## config.mk

```make
export PLATFORM = sky130hd
export DESIGN_NAME = mem_access_arbiter
export DESIGN_NICKNAME = d
export VERILOG_FILES = /design/src/rtl/mem_access_arbiter.sv
export SDC_FILE = /design/constraint.sdc
export NUM_CORES = 1
export LEC_CHECK = 0
export CAP_MARGIN = 10
export CORE_AREA = 8 8 121 123
export CTS_CLUSTER_SIZE = 10
export DETAILED_ROUTE_END_ITERATION = 12
export DIE_AREA = 0 0 129 131
export PLACE_DENSITY = 0.88
export SLEW_MARGIN = 20
export SYNTH_ARGS = -nofsm -noshare
export SYNTH_HDL_FRONTEND = slang
export SYNTH_SLANG_ARGS = --single-unit
```

## constraint.sdc

```tcl
create_clock -name Clk -period 2.6 [get_ports Clk]
set_input_delay 0.52 -clock Clk [delete_from_list [all_inputs] [get_ports Clk]]
set_output_delay 0.52 -clock Clk [all_outputs]
set_load 0.01 [all_outputs]
```

## src/rtl/mem_access_arbiter.sv

```systemverilog
`default_nettype none
// ============================================================================
//  Module      : mem_access_arbiter
//  Description : Shares one 2048x32 program/data SRAM between the CPU fetch
//                port and the debug unit. At most one access per cycle, with a
//                combinational grant. Writes are only performed in debug
//                mode. Read data is routed back to the port that issued it.
//  Revision    : 1.0 - initial release
// ============================================================================
module mem_access_arbiter #(
    parameter int ADDR_W        = 11,
    parameter int DATA_W        = 32,
    parameter int RD_LAT        = 1,
    parameter int MAX_DBG_BURST = 4
) (
    input  logic              Clk,
    input  logic              Rst_n,
    input  logic              dbg_mode,
    // fetch port
    input  logic              fetch_req,
    input  logic [31:0]       fetch_addr,
    output logic              fetch_gnt,
    output logic              fetch_rvalid,
    output logic [DATA_W-1:0] fetch_rdata,
    // debug port
    input  logic              dbg_req,
    input  logic              dbg_we,
    input  logic [31:0]       dbg_addr,
    input  logic [DATA_W-1:0] dbg_wdata1,
    input  logic [DATA_W-1:0] dbg_wdata2,
    output logic              dbg_gnt,
    output logic              dbg_rvalid,
    output logic [DATA_W-1:0] dbg_rdata,
    output logic              dbg_err,
    // SRAM side
    output logic [31:0]       mem_address,
    output logic [DATA_W-1:0] mem_Datain1,
    output logic [DATA_W-1:0] mem_Datain2,
    output logic              mem_Wr,
    input  logic [DATA_W-1:0] mem_Dataout
);

    // Streak counter is 4 bits wide: MAX_DBG_BURST is limited to 1..15.
    localparam logic [3:0] c_MAX_STREAK = 4'(MAX_DBG_BURST);

    typedef enum logic [1:0] {
        ST_NORMAL = 2'd0,
        ST_DEBUG  = 2'd1,
        ST_DRAIN  = 2'd2
    } state_t;

    state_t            r_state;
    state_t            w_state_nxt;
    logic [3:0]        r_dbg_streak;
    logic [3:0]        w_streak_nxt;

    // Read tag pipeline: one {valid, owner} entry per stage, owner 1 = debug.
    logic [RD_LAT-1:0] r_pipe_vld;
    logic [RD_LAT-1:0] r_pipe_own;
    logic              w_pipe_empty;
    logic              w_out_vld;
    logic              w_out_own;

    logic              w_fetch_gnt;
    logic              w_dbg_gnt;
    logic              w_burst_cap;
    logic              w_wr_en;
    logic              w_rd_issue;
    logic [ADDR_W-1:0] w_sel_addr;

    logic [DATA_W-1:0] r_fetch_rdata;
    logic [DATA_W-1:0] r_dbg_rdata;
    logic              r_dbg_err;

    // Upper address bits alias onto the SRAM and are intentionally dropped.
    logic              w_unused_addr_hi;
    assign w_unused_addr_hi = ^{fetch_addr[31:ADDR_W], dbg_addr[31:ADDR_W]};

    assign w_pipe_empty = ~|r_pipe_vld;
    assign w_out_vld    = r_pipe_vld[RD_LAT-1];
    assign w_out_own    = r_pipe_own[RD_LAT-1];
    assign w_burst_cap  = (r_dbg_streak == c_MAX_STREAK);

    // Grant decision from the registered mode and the live requests.
    always_comb begin
        w_fetch_gnt = 1'b0;
        w_dbg_gnt   = 1'b0;
        if (Rst_n) begin
            case (r_state)
                ST_NORMAL: begin
                    if (fetch_req) begin
                        w_fetch_gnt = 1'b1;
                    end else if (dbg_req) begin
                        w_dbg_gnt = 1'b1;
                    end
                end
                ST_DEBUG: begin
                    // Debug wins unless it has starved a waiting fetch too long.
                    if (dbg_req && !(fetch_req && w_burst_cap)) begin
                        w_dbg_gnt = 1'b1;
                    end else if (fetch_req) begin
                        w_fetch_gnt = 1'b1;
                    end
                end
                default: begin
                    // DRAIN: hold off all traffic until outstanding reads return.
                end
            endcase
        end
    end

    // Mode transitions.
    always_comb begin
        w_state_nxt = r_state;
        case (r_state)
            ST_NORMAL: if (dbg_mode)  w_state_nxt = ST_DEBUG;
            ST_DEBUG:  if (!dbg_mode) w_state_nxt = ST_DRAIN;
            ST_DRAIN: begin
                if (w_pipe_empty) begin
                    w_state_nxt = dbg_mode ? ST_DEBUG : ST_NORMAL;
                end
            end
            default:   w_state_nxt = ST_NORMAL;
        endcase
    end

    // Debug streak: counts debug grants that bypassed a waiting fetch.
    always_comb begin
        w_streak_nxt = r_dbg_streak;
        if (w_fetch_gnt || !fetch_req) begin
            w_streak_nxt = 4'd0;
        end else if (w_dbg_gnt && !w_burst_cap) begin
            w_streak_nxt = r_dbg_streak + 4'd1;
        end
    end

    // Mode and streak registers.
    always_ff @(posedge Clk) begin
        if (!Rst_n) begin
            r_state      <= ST_NORMAL;
            r_dbg_streak <= 4'd0;
        end else begin
            r_state      <= w_state_nxt;
            r_dbg_streak <= w_streak_nxt;
        end
    end

    assign w_wr_en    = w_dbg_gnt && dbg_we && (r_state == ST_DEBUG);
    assign w_rd_issue = w_fetch_gnt || (w_dbg_gnt && !dbg_we);
    assign w_sel_addr = w_dbg_gnt ? dbg_addr[ADDR_W-1:0] : fetch_addr[ADDR_W-1:0];

    generate
        if (RD_LAT == 1) begin : g_pipe_single
            // Single-stage tag register matching a one-cycle SRAM read.
            always_ff @(posedge Clk) begin
                if (!Rst_n) begin
                    r_pipe_vld <= '0;
                    r_pipe_own <= '0;
                end else begin
                    r_pipe_vld <= w_rd_issue;
                    r_pipe_own <= w_dbg_gnt;
                end
            end
        end else begin : g_pipe_multi
            // Multi-stage tag shift register, one stage per SRAM latency cycle.
            always_ff @(posedge Clk) begin
                if (!Rst_n) begin
                    r_pipe_vld <= '0;
                    r_pipe_own <= '0;
                end else begin
                    r_pipe_vld <= {r_pipe_vld[RD_LAT-2:0], w_rd_issue};
                    r_pipe_own <= {r_pipe_own[RD_LAT-2:0], w_dbg_gnt};
                end
            end
        end
    endgenerate

    // Capture returned read data so each port holds its last value.
    always_ff @(posedge Clk) begin
        if (!Rst_n) begin
            r_fetch_rdata <= '0;
            r_dbg_rdata   <= '0;
        end else if (w_out_vld) begin
            if (w_out_own) begin
                r_dbg_rdata <= mem_Dataout;
            end else begin
                r_fetch_rdata <= mem_Dataout;
            end
        end
    end

    // Rejected-write flag, reported one cycle after the grant.
    always_ff @(posedge Clk) begin
        if (!Rst_n) begin
            r_dbg_err <= 1'b0;
        end else begin
            r_dbg_err <= w_dbg_gnt && dbg_we && (r_state != ST_DEBUG);
        end
    end

    assign fetch_gnt    = w_fetch_gnt;
    assign dbg_gnt      = w_dbg_gnt;
    assign dbg_err      = r_dbg_err;

    assign fetch_rvalid = w_out_vld && !w_out_own;
    assign dbg_rvalid   = w_out_vld &&  w_out_own;
    assign fetch_rdata  = fetch_rvalid ? mem_Dataout : r_fetch_rdata;
    assign dbg_rdata    = dbg_rvalid   ? mem_Dataout : r_dbg_rdata;

    assign mem_address  = (w_fetch_gnt || w_dbg_gnt) ? 32'(w_sel_addr) : 32'd0;
    assign mem_Wr       = w_wr_en;
    assign mem_Datain1  = w_dbg_gnt ? dbg_wdata1 : '0;
    assign mem_Datain2  = w_dbg_gnt ? dbg_wdata2 : '0;

endmodule
`default_nettype wire

```

==> flow_metrics.tcl <==
set metrics [dict create \
    nFillCells 1167 \
    synthCells 380 \
    first_pass_iters 5 \
    critPathMaxFanout 16 \
    seq_power_share 0.346 \
    h-tree-depth 3 \
    drt_iter0_drc 162 \
    setup_violations 0 \
    clk-insertion-delay-late_ns 0.32 \
    grt_pass1_vias 3977 \
    num_vias 3798 \
    grt-ovfl-total 0 \
    crit_end "fetch_rdata[4]" \
    port_buffers 268 \
    tns_ns 0 \
    clk_pin_slew_worst_paths_ns 0.06 \
    cp.required_ns 2.08 \
    slew_violations 0 \
    clk_path_buf_depth 2 \
    grt_pass1_wl_microns 22000 \
    r2r_slack_ns 1.00 \
    drive_gt1_frac 0.242 \
    layout_min_cycle_time_ns 2.54 \
    comb_power_share 0.249 \
    cp.arrival_ns 2.02 \
    synthArstFlopShare 0 \
    hold_viol 0 \
    cap_viol_max_count 0 \
    wirelength_microns 15500 \
    drc 0 \
    worst_slack_ns 0.0614 \
    reg2reg_to "r_dbg_streak[3]" \
    grt_use_total 0.169 \
    ff2ff_path_depth 6 \
    met1_length_microns 5510 \
    synth-warning-count 0 \
    place_congestion 0.815 \
    clkPwrFrac 0.405 \
    fmax_ghz 0.394 \
    grt_max_degree 68 \
    via_per_inst 4.53 \
    coreArea_sq_um 12900 \
    final_cell_mix "184 x clkdlybuf4s50_1, 72 x dfxtp_1, 65 x and2_1" \
    crit_start "r_pipe_vld" \
    dieArea_sq_um 16900 \
    wl_per_cell_microns 18.5 \
    initial_core_util 0.301 \
    die_x_microns 129 \
    end_kind "output port" \
    cts_root_buffer "clkbuf_16" \
    drtAntennaViolNets 0 \
    period_share 0.976 \
    leakagePower_uw 0.00342 \
    wl_met3_microns 1450 \
    highest_layer "met4" \
    synth.avg_cell_area_sq_um 10.2 \
    tightest_slew_ns 0.504 \
    internal_power_uw 2620 \
    routed-wl-met2_microns 8100 \
    synth_ff_type "dfxtp_1" \
    dp_hpwl_microns 12000 \
    swShare 0.231 \
    r2r-start "r_dbg_streak[0]" \
    multi_input_area_sq_um 2140 \
    pwr_density_cell_nw_per_um2 486 \
    fin_skew_ns 0.00525 \
    netlist_area_sq_um 3870 \
    mostFrequentLayoutCell "clkdlybuf4s50_1" \
    status "complete, no violations" \
    area_delta_synth_final_pct 81.0 \
    nets 825 \
    ctsHoldBuffers 0 \
    ys_ff_latch 73 \
    cts.sinks 73 \
    synth.distinct_cells 38 \
    die_h_microns 131 \
    cts_made_buffers 9 \
    placementRows 42 \
    diodes 0 \
    grt_antenna_before_repair 0 \
    worst-setup-path-type "reg2out" \
    seq_area_sq_um 1460 \
    synth_edf_count 0 \
    relSlewSlack 0.664 \
    peakVddDrop_mv 0.317 \
    cts_tree "done" \
    start_kind "register" \
    switchingPower_uw 788 \
    seq_area_frac_synth 0.378 \
    pre_cts_ws_ns -0.239 \
    hp-class "in2reg" \
    io_pins 332 \
]
[registers in the layout, indices dropped and copies added, names as in the netlist]
| register | cells |
|---|---|
| r_fetch_rdata | 32 |
| r_pipe_own | 1 |
| r_dbg_rdata | 32 |
| r_dbg_streak | 4 |
| r_state | 2 |
| dbg_err | 1 |
| r_pipe_vld | 1 |
[synth_stat cells, types with 2 or more instances]
cell,number,share of area
mux2_1,29,0.084
nor4_1,2,0.0032
and2_1,65,0.11
nand2b_1,2,0.0032
buf_2,9,0.012
nand3b_1,2,0.0039
buf_6,6,0.017
a21oi_1,4,0.0052
buf_4,23,0.045
and3_1,65,0.11
ha_1,2,0.0065
nand4_1,4,0.0065
nor2b_1,2,0.0032
mux2_4,29,0.11
o31ai_1,3,0.0058
nor2_1,2,0.0019
inv_1,4,0.0039
nand4bb_1,2,0.0058
dfxtp_1,73,0.38
a32o_1,11,0.028
mux2_2,6,0.017
clkbuf_1,16,0.016
nand2_1,4,0.0039
[worst min path at each step]
stage / end / start / depth (start not counted)
floorplan: r_dbg_streak[0] / r_dbg_streak[0] / 2
global placement: r_dbg_streak[3] / r_dbg_streak[3] / 2
detailed placement: r_dbg_streak[3] / r_dbg_streak[3] / 2
CTS: r_state[1] / Rst_n / 2
global route: r_state[1] / Rst_n / 2
finish: r_state[1] / Rst_n / 2
[through the flow]
stage / utilization / area (sq um) / total power (uW) / hold slack (ns) / instances
after detailed placement: 0.525 / 6750 / 2030 / 0.529 / 812
after global routing: 0.544 / 7010 / 3550 / 0.502 / 838
after CTS: 0.541 / 6970 / 3420 / 0.473 / 831
final: 0.544 / 7010 / 3410 / 0.490 / 838
after floorplan: - / 3950 / 1560 / 0.474 / 400
after global placement: 0.525 / 6750 / 2020 / 0.512 / 812
[area by class of cell]
type / instances / area share
Timing Repair Buffer: 300 / 0.403
Multi-Input combinational cell: 268 / 0.306
Clock buffer: 11 / 0.0332
Inverter: 5 / 0.00268
Sequential cell: 73 / 0.209
Clock inverter: 5 / 0.0148
Tap cell: 176 / 0.0314
[worst max-delay path, stage by stage, from the launching register on]
cell	delay, ns
dfxtp_1	0.37
nor2b_4	0.18
buf_12	0.13
clkbuf_16	0.21
mux2_4	0.33
clkdlybuf4s50_1	0.48
[power by group through the flow]
stage | logic [uW] | registers [uW] | clock network [uW]
floorplan | 365 | 1200 | 0
global placement | 821 | 1200 | 0
detailed placement | 834 | 1200 | 0
CTS | 820 | 1180 | 1420
global route | 908 | 1180 | 1460
finish | 849 | 1180 | 1380
[cells by family (layout without fill, tap and decap cells)]
kind of cell,after synthesis,after routing,synth area share
AOI/OAI and AO/OA,24,24,0.0508
adders and majority gates,2,2,0.00647
buffers and inverters,59,321,0.0941
DFF,73,73,0.378
muxes,65,65,0.217
other,1,21,0.000969
and+or+nand+nor,156,156,0.253
[routing by layer]
| metal | up-vias | track usage |
|---|---|---|
| met1 | 1766 | 0.164 |
| met2 | 180 | 0.310 |
| met3 | 21 | 0.0682 |
| met4 | 0 | 0.0753 |
| li1 | 1831 | - |
| met5 | - | 0 |
[what timing repair did]
item	4_1_cts	5_1_grt
cloned	1	5
endpoints found under the setup margin	78	64
setup buffers	2	2
pin swaps	1	2
endpoints found under the hold margin	0	0
gates resized for setup	198	68
(Power assumes the default switching activity.)
==> edit 1: new RTL, same settings <==
The parameter `DATA_W` goes from 32 to 28.
--- a/src/rtl/mem_access_arbiter.sv
+++ b/src/rtl/mem_access_arbiter.sv
@@ -9,7 +9,7 @@
 // ============================================================================
 module mem_access_arbiter #(
     parameter int ADDR_W        = 11,
-    parameter int DATA_W        = 32,
+    parameter int DATA_W        = 28,
     parameter int RD_LAT        = 1,
     parameter int MAX_DBG_BURST = 4
 ) (
Ports: changed (7 resized); port bits go from 332 to 304. No check against the original RTL was run, so the function may have changed too.
==> edit 1 against the unedited design <==
Final area down 3.5%. Total power down 13%. Count of clock-buffer cells in the layout unchanged. Setup slack worse by 0.17 ns. Maximum frequency down 6.3%. Sequential power down 12%. Highest routed layer unchanged. Routed wire length down 13%. Sequential cell count down 8. Hold slack better by 0.055 ns. Cell count down 4.9%. First-iteration DRC count down 44%. The flow now finishes with violations (setup timing). Synthesized area down 10%. Combinational power down 9.8%.
==> edit 1: results <==
set metrics [dict create \
    placed_cells 767 \
    place_area_um2 6100 \
    setup_viol 34 \
    synth_cell_types 37 \
    grt_pass1_wl_um 19300 \
    synth_area_leaders "dfxtp_1 (38%), and2_1 (20%), mux2_2 (19%)" \
    grt_start_max_net_pins 61 \
    worst-path-max-fanout 7 \
    reg_top3 "r_dbg_rdata (28), r_fetch_rdata (28), r_dbg_streak (4)" \
    antenna_found_initial 0 \
    pre_cts_ws_ns -0.463 \
    cts_max_level 3 \
    vias_per_cell 4.27 \
    final_layout_size_suffix_gt1_frac 0.403 \
    synth_commonest_cells "and2_1 (113), dfxtp_1 (65), mux2_2 (59)" \
    via_count 3405 \
    fin_ws_ns -0.108 \
    drt_iter0_drc 91 \
    dp_hpwl_um 9920 \
    tightest_slew_ns 0.586 \
    crit_arrival_ns 2.19 \
    ir_drop_mv 0.289 \
    hold_class "reg -> reg" \
    p_leak_nw 3.03 \
    port_buffers 240 \
    cts-root-buf "clkbuf_16" \
    status "finished, violations left" \
    gp_congestion 0.794 \
    fillers 1121 \
    violations "setup timing" \
    synth_area_per_cell_um2 9.97 \
    grtUsageTotal 0.146 \
    skew_ns 0.00801 \
    yosysMostFrequentCell "and2_1" \
    drtPass1Iterations 6 \
    wl_per_cell_um 17.0 \
]
## edit 1: worst paths after layout
check / depth (start not counted) / to / slack (ns) / from
max: 10 / mem_Datain2[16] / -0.11 / r_dbg_streak[0]$_SDFFE_PP0P_
min: 2 / r_state[1]$_SDFFE_PN0P_ / 0.54 / r_pipe_vld$_SDFF_PN0_
max reg2reg: 6 / r_dbg_streak[1]$_SDFFE_PP0P_ / 0.97 / r_dbg_streak[0]$_SDFFE_PP0P_
min reg2reg: 2 / r_state[1]$_SDFFE_PN0P_ / 0.54 / r_pipe_vld$_SDFF_PN0_
## edit 1: metrics by stage
step                      hold slack, ns  power, mW   util
after floorplan                    0.460       1.36      -
after global placement             0.532       1.76  0.474
after detailed placement           0.538       1.77  0.474
after CTS                          0.556       2.93  0.494
after global routing               0.567       3.09  0.525
final                              0.545       2.95  0.525
## edit 1: critical path: stages (launching register included)
cell and delay [ns]:
dfxtp_2 0.32, inv_2 0.05, ha_4 0.15, and3b_1 0.19, a2111o_1 0.42, inv_2 0.14
buf_6 0.15, buf_12 0.12, buf_6 0.09, and2_4 0.14, buf_6 0.10
## edit 1: routing by layer
metal,global-route usage,share of wire,vias to the layer above
met3,0.0390,0.058,24
met1,0.167,0.39,1614
met4,0.0525,0.020,0
met2,0.256,0.53,116
li1,-,-,1651
met5,0,0,-
## edit 1: layout make-up
cell class                 instances  area, um2  area share
sequential                        65       1310       0.193
clock inverter                     4       45.0     0.00667
tap                              176        220      0.0326
inverter                           7       26.3     0.00389
clock buffer                      11        233      0.0344
timing repair buffer             280       2840       0.420
multi-input combinational        254       2090       0.310
## edit 1: cells by family after synthesis
group / share of synthesized area
flip-flops: 0.375
other: 0.00108
AO/OA/AOI/OAI: 0.0231
multiplexers: 0.232
adder cells (fa/ha/maj): 0.00721
AND/OR/NAND/NOR: 0.274
buffers and inverters: 0.0873
## edit 1: where the power goes
part	total, mW	internal [mW]	switching [mW]
sequential	1.04	1.03	0.0102
combinational	0.766	0.485	0.281
clock	1.14	0.731	0.407
## edit 1: repair_timing
item                                    in CTS  in global routing
hold endpoints to repair                     0                  0
endpoints found under the setup margin      70                 96
hold buffers                                 0                  0
cloned                                       3                  3
setup buffers                                8                  5
pin swaps                                    4                 46
gates resized for setup                    276                133
==> edit 2: new RTL, same settings <==
Made on the original files. Re-encode `state_t` (3 states) as one-hot, 3 bits wide.
--- a/src/rtl/mem_access_arbiter.sv
+++ b/src/rtl/mem_access_arbiter.sv
@@ -43,10 +43,10 @@
     // Streak counter is 4 bits wide: MAX_DBG_BURST is limited to 1..15.
     localparam logic [3:0] c_MAX_STREAK = 4'(MAX_DBG_BURST);
 
-    typedef enum logic [1:0] {
-        ST_NORMAL = 2'd0,
-        ST_DEBUG  = 2'd1,
-        ST_DRAIN  = 2'd2
+    typedef enum logic [2:0] {
+        ST_NORMAL = 3'b001,
+        ST_DEBUG  = 3'b010,
+        ST_DRAIN  = 3'b100
     } state_t;
 
     state_t            r_state;
Behaviour: same outputs for any inputs over 4 cycles, from zero or initial values and one cycle with Rst_n low; so few cycles prove little.
==> edit 2 against the unedited design <==
The flow now finishes with violations (setup timing). Synthesized area rose by 0.84%. Sequential cell count rose by 1. Final area rose by 6.2%. Total power fell by 2.4%. Setup slack got worse by 0.11 ns. Sequential share of layout area fell by 0.92 points. Routed wire length rose by 7.0%. Combinational power rose by 7.8%. Largest power group unchanged.
==> edit 2: results <==
set metrics [dict create \
    status "finished, violations left" \
    violations "setup timing" \
    final_cells 894 \
    ir_drop_mv 0.301 \
    skew_ns 0.00228 \
    nets 881 \
    hold_end "r_dbg_streak[3]$_SDFFE_PP0P_" \
    grt_pass1_wl_um 23900 \
    ys_seq_area_frac 0.380 \
    placed_cells 862 \
    hold_path_startpoint "r_dbg_streak[3]$_SDFFE_PP0P_" \
    final_layout_size_suffix_gt1_frac 0.327 \
    gp_congestion 0.769 \
    synth_ff_type "dfxtp_1" \
    wl_per_cell_um 18.6 \
    synthAdderAreaFrac 0.00641 \
    drtPass1Iterations 4 \
    p_leak_nw 3.38 \
    fillers 1095 \
    worstReg2RegStart "r_state[2]$_SDFFE_PN0P_" \
    rr_worst_depth 7 \
    synth_commonest_cells "dfxtp_1 (74), and2_1 (66), and3_1 (66)" \
    fin_ws_ns -0.0461 \
    synth_cell_types 39 \
    yosysWarnings 0 \
    synth_mux_area_frac 0.187 \
    crit_arrival_ns 2.13 \
    synth_area_per_cell_um2 9.38 \
    tightest_slew_ns 0.501 \
    hold_class "reg -> reg" \
    hold_slack_ns 0.500 \
    synth_area_leaders "dfxtp_1 (38%), mux2_2 (18%), and2_1 (11%)" \
    dp_hpwl_um 12900 \
    synth_xor_area_frac 0.00449 \
    via_count 4065 \
    rrSetupSlack_ns 0.72 \
    grt_pass1_vias 4249 \
    setup_viol 20 \
    antenna_found_initial 1 \
    drt_iter0_drc 122 \
    worst-path-max-fanout 5 \
]
-- edit 2: cell count changes in the layout (fill, tap and decap cells not counted), moves of 9 or more --
| cell | delta |
|---|---|
| mux2_2 | +58 |
| mux2_1 | -29 |
| mux2_4 | -29 |
| clkdlybuf4s15_2 | +27 |
| buf_4 | +26 |
| buf_2 | -23 |
| clkbuf_2 | -13 |
| a32o_1 | -11 |
| a21oi_2 | +9 |
-- edit 2: cell type report --
cell class | count | area share
clock inverters | 5 | 0.00723
multi-input cells | 300 | 0.303
flip-flops and latches | 74 | 0.200
clock buffers | 11 | 0.0326
repair buffers | 322 | 0.425
well taps | 176 | 0.0296
inverters | 6 | 0.00303
-- edit 2: logic make-up after synthesis --
logic type                 Yosys count
and+or+nand+nor                    171
DFF                                 74
muxes                               65
buffers and inverters               62
AOI/OAI and AO/OA                   39
adders and majority gates            2
xor gates and xnor gates             2
other                                1
-- edit 2: how the worst max path moves through the flow --
stage / startpoint / end / slack, ns / cells after the start
6_report: r_dbg_streak[0]$_SDFFE_PP0P_ / mem_address[10] / -0.05 / 11
5_1_grt: r_state[0]$_SDFFE_PN1P_ / mem_address[7] / -0.12 / 9
4_1_cts: r_dbg_streak[0]$_SDFFE_PP0P_ / mem_Datain1[10] / -0.06 / 9
3_5_place_dp: fetch_req / mem_address[4] / -0.55 / 7
3_3_place_gp: fetch_req / mem_address[4] / -0.55 / 7
2_1_floorplan: r_dbg_streak[0]$_SDFFE_PP0P_ / mem_address[0] / 0.55 / 8
-- edit 2: per-layer routing --
metal,GRT usage,vias up,share of wire
li1,-,1987,-
met1,0.185,1882,0.36
met2,0.353,180,0.53
met3,0.0824,14,0.10
met4,0.0422,2,0.010
met5,0,-,0.00072
-- edit 2: worst max-delay path, stage by stage, from the launching register on --
cell     delay (ns)
dfxtp_2        0.34
inv_2          0.05
ha_4           0.16
and4b_2        0.23
o21ai_4        0.21
buf_12         0.15
buf_12         0.11
buf_16         0.11
buf_6          0.09
nand3_2        0.06
a21oi_1        0.14
buf_2          0.15
-- edit 2: power breakdown --
group          internal, mW  switching [mW]  total (mW)  leakage [nW]
Clock                 0.765           0.454        1.22         0.149
Sequential             1.17          0.0150        1.19         0.602
Combinational         0.549           0.366       0.915          2.63
Total                  2.49           0.835        3.32          3.38
-- edit 2: timing repair --
action / 4_1_cts / 5_1_grt
pin swaps: 7 / 8
gates cloned: 4 / 1
endpoints found under the setup margin: 77 / 104
buffers inserted: 8 / 3
gates resized for setup: 215 / 86
-- edit 2: per-stage QoR --
stage	instance area [um2]	setup slack, ns
floorplan	3980	0.555
global placement	6890	-0.554
detailed placement	6890	-0.551
CTS	7400	-0.0596
global route	7440	-0.121
finish	7440	-0.0461
